--- config.mk ---
export PLATFORM = sky130hd
export DESIGN_NAME = serial_subtractor
export DESIGN_NICKNAME = d
export VERILOG_FILES = /design/src/rtl/serial_subtractor_pkg.sv /design/src/rtl/full_subtractor.sv /design/src/rtl/serial_subtractor.sv
export SDC_FILE = /design/constraint.sdc
export NUM_CORES = 1
export LEC_CHECK = 0
export BUFFER_PORTS_ARGS = -buffer_cell sky130_fd_sc_hd__buf_2
export CAP_MARGIN = 5
export CORE_UTILIZATION = 38
export DETAILED_ROUTE_END_ITERATION = 8
export PLACE_DENSITY_LB_ADDON = 0.1
export SYNTH_ARGS = -nofsm -noshare
export SYNTH_HDL_FRONTEND = slang
export SYNTH_SLANG_ARGS = --single-unit
--- constraint.sdc ---
create_clock -name CLK -period 1.9 [get_ports CLK]
set_clock_uncertainty 0.2 [all_clocks]
set_input_delay 0.285 -clock CLK [delete_from_list [all_inputs] [get_ports CLK]]
set_output_delay 0.285 -clock CLK [all_outputs]
set_load 0.02 [all_outputs]
--- src/rtl/serial_subtractor_pkg.sv ---
// Shared types and sizing helpers for the bit-serial subtractor.
package serial_subtractor_pkg;

    localparam int DEFAULT_WIDTH = 4;

    typedef enum logic [1:0] {
        IDLE  = 2'd0,
        SHIFT = 2'd1,
        DONE  = 2'd2
    } state_t;

    // Bit counter width; WIDTH is at least 2, so this is never zero.
    function automatic int cnt_width(input int width);
        return $clog2(width);
    endfunction

endpackage

--- src/rtl/full_subtractor.sv ---
// One-bit combinational full subtractor: d = a - b - bin, bout = borrow out.
module full_subtractor (
    input  logic a,
    input  logic b,
    input  logic bin,
    output logic d,
    output logic bout
);

    assign d    = a ^ b ^ bin;
    assign bout = (~a & b) | (~(a ^ b) & bin);

endmodule

--- src/rtl/serial_subtractor.sv ---
// Bit-serial WIDTH-bit subtractor, LSB first, with valid/ready start and done handshakes.
// Optional signed overflow output Ovf is enabled by defining SERIAL_SUBTRACTOR_OVF_EN.
module serial_subtractor
    import serial_subtractor_pkg::*;
#(
    parameter int WIDTH = DEFAULT_WIDTH
) (
    input  logic             CLK,
    input  logic             RST_N,
    input  logic [WIDTH-1:0] IN1,
    input  logic [WIDTH-1:0] IN2,
    input  logic             Bin,
    input  logic             start_valid,
    output logic             start_ready,
    output logic [WIDTH-1:0] Diff,
    output logic             Borrow,
    output logic             done_valid,
    input  logic             done_ready
`ifdef SERIAL_SUBTRACTOR_OVF_EN
    ,
    output logic             Ovf
`endif
);

    localparam int            CW   = cnt_width(WIDTH);
    localparam logic [CW-1:0] LAST = CW'(WIDTH - 1);

    state_t           state;
    logic [WIDTH-1:0] a_sr;
    logic [WIDTH-1:0] b_sr;
    logic             br;
    logic [CW-1:0]    cnt;
    logic             d;
    logic             bout;
`ifdef SERIAL_SUBTRACTOR_OVF_EN
    logic             msb1;
    logic             msb2;
`endif

    full_subtractor u_fs (
        .a    (a_sr[0]),
        .b    (b_sr[0]),
        .bin  (br),
        .d    (d),
        .bout (bout)
    );

    assign start_ready = (state == IDLE);

    // The minuend register doubles as the result register: each difference bit
    // enters at the MSB as the consumed operand bit leaves at the LSB.
    always_ff @(posedge CLK or negedge RST_N) begin
        if (!RST_N) begin
            state      <= IDLE;
            a_sr       <= '0;
            b_sr       <= '0;
            br         <= 1'b0;
            cnt        <= '0;
            Diff       <= '0;
            Borrow     <= 1'b0;
            done_valid <= 1'b0;
`ifdef SERIAL_SUBTRACTOR_OVF_EN
            msb1       <= 1'b0;
            msb2       <= 1'b0;
            Ovf        <= 1'b0;
`endif
        end else begin
            // NOTE: non-blocking assignments so every register sees pre-edge values of the others.
            case (state)
                IDLE: begin
                    if (start_valid) begin
                        a_sr  <= IN1;
                        b_sr  <= IN2;
                        br    <= Bin;
                        cnt   <= '0;
                        state <= SHIFT;
`ifdef SERIAL_SUBTRACTOR_OVF_EN
                        msb1  <= IN1[WIDTH-1];
                        msb2  <= IN2[WIDTH-1];
`endif
                    end
                end
                SHIFT: begin
                    a_sr <= {d, a_sr[WIDTH-1:1]};
                    b_sr <= b_sr >> 1;
                    br   <= bout;
                    cnt  <= cnt + CW'(1);
                    if (cnt == LAST) begin
                        Diff       <= {d, a_sr[WIDTH-1:1]};
                        Borrow     <= bout;
                        done_valid <= 1'b1;
                        state      <= DONE;
`ifdef SERIAL_SUBTRACTOR_OVF_EN
                        Ovf        <= (msb1 ^ msb2) & (msb1 ^ d);
`endif
                    end
                end
                DONE: begin
                    if (done_ready) begin
                        done_valid <= 1'b0;
                        state      <= IDLE;
                    end
                end
                default: state <= IDLE;
            endcase
        end
    end

endmodule

==> metrics.txt <==
# TYPE chip_impl_metric gauge
chip_impl_metric{name="syn_nets",unit=""} 93
chip_impl_metric{name="first_iter_violations",unit=""} 12
chip_impl_info{name="end_kind",value="primary output"} 1
chip_impl_metric{name="insertedDiodeCount",unit=""} 0
chip_impl_metric{name="timing.critical_path.required",unit="ns"} 1.41
chip_impl_metric{name="ctsHtreeMaxLevel",unit=""} 1
chip_impl_metric{name="final_nets",unit=""} 116
chip_impl_info{name="critPathLaunchType",value="flop"} 1
chip_impl_metric{name="clock_path_buffers",unit=""} 2
chip_impl_metric{name="post_cts_resized",unit=""} 0
chip_impl_info{name="netlist_top_cells_count",value="sky130_fd_sc_hd__dfrtp_1 (19), sky130_fd_sc_hd__o22ai_1 (13), sky130_fd_sc_hd__a21oi_1 (11)"} 1
chip_impl_metric{name="static_power_due_to_leakage",unit="µW"} 0.000509
chip_impl_metric{name="clock_insertion_delay_worst_skew",unit="ns"} 0.30
chip_impl_metric{name="antenna_left",unit=""} 0
chip_impl_metric{name="finalPower",unit="µW"} 1840
chip_impl_metric{name="post_synth_num_cell_types",unit=""} 24
chip_impl_metric{name="pre_cts_ws",unit="ns"} 0.398
chip_impl_metric{name="vias_per_cell",unit=""} 5.40
chip_impl_metric{name="die_width",unit="µm"} 51.0
chip_impl_metric{name="fin_crit_sh",unit=""} 0.890
chip_impl_metric{name="start_util",unit=""} 0.408
chip_impl_metric{name="fin_crit",unit="ns"} 1.69
chip_impl_metric{name="core_area",unit="µm²"} 2230
chip_impl_info{name="grt-busiest-layer",value="met2"} 1
chip_impl_metric{name="max_cap_violations",unit=""} 0
chip_impl_metric{name="timing.max_slew.rel_slack",unit=""} 0.708
chip_impl_metric{name="final_hold_viol_count",unit=""} 0
chip_impl_metric{name="cp_data_arrival_time",unit="ns"} 1.21
chip_impl_metric{name="maxClockFrequency",unit="GHz"} 0.591
chip_impl_metric{name="drt-wirelength-per-cell",unit="µm"} 14.2
chip_impl_metric{name="groute.layer.met1.usage",unit=""} 0.230
chip_impl_metric{name="cts-hold-fix-buffers",unit=""} 2
chip_impl_metric{name="synthesis.area",unit="µm²"} 911
chip_impl_metric{name="dr_total_vias",unit=""} 686
chip_impl_info{name="yosysMostFrequentCell",value="sky130_fd_sc_hd__dfrtp_1"} 1
chip_impl_metric{name="yosys_warning_count",unit=""} 0
chip_impl_metric{name="std_cell_rows",unit=""} 17
chip_impl_metric{name="ioPinCount",unit=""} 20
chip_impl_metric{name="cts.clk_slew.worst_paths",unit="ns"} 0.10
chip_impl_metric{name="synthesis.instances",unit=""} 77
chip_impl_metric{name="cts.sink_count",unit=""} 19
chip_impl_info{name="tritoncts_clock_tree",value="yes"} 1
chip_impl_metric{name="ys_async_sr_fraction",unit=""} 1.00
chip_impl_metric{name="post_synth.cell_area_avg",unit="µm²"} 11.8
chip_impl_metric{name="grt_start_max_net_pins",unit=""} 20
chip_impl_metric{name="die_y",unit="µm"} 51.0
chip_impl_metric{name="gp_congestion",unit=""} 0.714
chip_impl_metric{name="fp.dieArea",unit="µm²"} 2600
chip_impl_metric{name="met3_track_utilization_from_global_routing",unit=""} 0.0268
chip_impl_metric{name="synth_top_area_frac",unit=""} 0.522
chip_impl_metric{name="setup_viol",unit=""} 0
chip_impl_metric{name="post-route-drc-count",unit=""} 0
chip_impl_metric{name="worst-path-max-fanout",unit=""} 10
chip_impl_info{name="setup.worst_path.class",value="flop to primary output"} 1
chip_impl_metric{name="drv_slew",unit=""} 0
chip_impl_metric{name="synth-edff-count",unit=""} 0
chip_impl_info{name="synthTopCellsByArea",value="sky130_fd_sc_hd__dfrtp_1 (52%), sky130_fd_sc_hd__o22ai_1 (8.9%), sky130_fd_sc_hd__mux2_4 (6.6%)"} 1
chip_impl_metric{name="final.setup.tns",unit="ns"} 0
chip_impl_metric{name="detailed_place_hpwl",unit="mm"} 1.26
chip_impl_info{name="synth_top_cell_by_area",value="sky130_fd_sc_hd__dfrtp_1"} 1
chip_impl_metric{name="grtUsageMet2",unit=""} 0.243
chip_impl_metric{name="tritoncts.num_buffers",unit=""} 3
chip_impl_metric{name="groute.usage.overall",unit=""} 0.162
chip_impl_metric{name="synth_seq_cells",unit=""} 19
chip_impl_metric{name="ir_worst_vdd",unit="µV"} 749
chip_impl_metric{name="area_growth_from_synthesis_to_final_layout",unit="%"} 16.5
chip_impl_info{name="cp_slowest_cell",value="sky130_fd_sc_hd__dfrtp_1"} 1
chip_impl_metric{name="critical_path.max_stage_delay",unit="ns"} 0.53
chip_impl_info{name="rsz0062_at_grt",value="false"} 1
chip_impl_metric{name="cts_setup_buffers",unit=""} 0
chip_impl_info{name="yosys_most_used_dff",value="sky130_fd_sc_hd__dfrtp_1"} 1
chip_impl_metric{name="length_of_the_first_detailed_routing_pass_in_iterations",unit=""} 4
chip_impl_metric{name="drt_wl_total",unit="mm"} 1.80
chip_impl_metric{name="worst_slew_pin_slew",unit="ns"} 0.437
chip_impl_info{name="critical_path.cell_chain",value="nor2_1 -> buf_2"} 1
chip_impl_metric{name="antenna_found_initial",unit=""} 0
chip_impl_metric{name="grt_pass1_vias",unit=""} 662
chip_impl_info{name="run_status",value="finished clean"} 1
chip_impl_metric{name="buffer_ports.inserted",unit=""} 19
chip_impl_metric{name="p_per_area",unit="nW/µm²"} 1740
chip_impl_info{name="root_buffer",value="sky130_fd_sc_hd__clkbuf_4"} 1
chip_impl_metric{name="timing.final.ws_setup",unit="ns"} 0.208
chip_impl_metric{name="globalRoute.totalOverflow",unit=""} 0
chip_impl_metric{name="ratio_of_cells_with_drive_above_1_in_the_final_layout",unit=""} 0.333
chip_impl_metric{name="wire_length_of_the_first_global_routing_pass",unit="mm"} 3.08
chip_impl_metric{name="yosysSeqAreaShare",unit=""} 0.522
chip_impl_info{name="worstHoldPathType",value="input pin to flop"} 1
path summary, 6_finish.rpt:
kind	from	end	slack (ns)	cells past startpoint
max	state[0]$_DFFE_PN0P_	start_ready	0.21	2
min	IN2[3]	b_sr[3]$_DFFE_PN0P_	0.04	2
max reg2reg	b_sr[0]$_DFFE_PN0P_	Diff[3]$_DFFE_PN0P_	0.39	3
min reg2reg	b_sr[3]$_DFFE_PN0P_	b_sr[3]$_DFFE_PN0P_	0.30	1
max in group asynchronous	RST_N	b_sr[2]$_DFFE_PN0P_	0.95	2
min in group asynchronous	RST_N	Diff[2]$_DFFE_PN0P_	0.24	2
critical path: cells and delay by family (launching register included):
| kind | cells | cell delay, ns |
|---|---|---|
| buffers and inverters | 1 | 0.19 |
| DFF | 1 | 0.53 |
| and+or+nand+nor | 1 | 0.20 |
per-layer routing:
metal | part of all wire | wire, µm
met1 | 0.50 | 900
met5 | 0 | 0
met2 | 0.46 | 821
met4 | 0.0061 | 11
met3 | 0.036 | 64
through the flow:
| stage | std cells | cell area (µm²) | hold WS, ns | utilization |
|---|---|---|---|---|
| after floorplan | 77 | 911 | -0.211 | - |
| after global placement | 121 | 1010 | 0.0532 | 0.454 |
| after detailed placement | 121 | 1010 | 0.0495 | 0.454 |
| after CTS | 127 | 1060 | 0.0269 | 0.475 |
| after global routing | 127 | 1060 | 0.0322 | 0.475 |
| final | 127 | 1060 | 0.0397 | 0.475 |
flip-flops by register name (all words and copies together), names as in the netlist:
register    flops
Diff            4
done_valid      1
Borrow          1
state           2
a_sr            4
cnt             2
br              1
b_sr            4
kinds of logic (layout without fill, tap and decap cells):
logic type,count (synthesis),in the layout,synth area share
flops,19,19,0.522
simple gates,12,12,0.0920
fa+ha+maj,3,3,0.0494
mux,5,5,0.0783
compound gates,30,30,0.203
buf+inv,8,30,0.0549
power by group:
part / switching [µW] / total (µW) / internal, µW
combinational: 443 / 852 / 409
clock: 127 / 206 / 78.3
sequential: 183 / 786 / 603
cell usage in the layout, fill, tap and decap left out, types with 2 or more instances in the layout:
cell                            synthesis  final
sky130_fd_sc_hd__a21oi_1               11     11
sky130_fd_sc_hd__buf_2                  1     19
sky130_fd_sc_hd__clkbuf_4               0      3
sky130_fd_sc_hd__dfrtp_1               19     19
sky130_fd_sc_hd__dlygate4sd3_1          0      2
sky130_fd_sc_hd__ha_1                   2      2
sky130_fd_sc_hd__inv_1                  3      3
sky130_fd_sc_hd__mux2_4                 4      4
sky130_fd_sc_hd__nand2_1                3      3
sky130_fd_sc_hd__nand2b_1               3      3
sky130_fd_sc_hd__nor2_1                 3      3
sky130_fd_sc_hd__o22ai_1               13     13
area by class of cell:
class                           count  area (µm²)
Timing Repair Buffer               22         123
Tap cell                           28        35.0
Multi-Input combinational cell     50         385
Clock buffer                        3        22.5
Fill cell                         227        1170
Inverter                            4        15.0
Clock inverter                      1        5.00
Sequential cell                    19         475
Note: power is estimated with default switching activity, not from simulation.
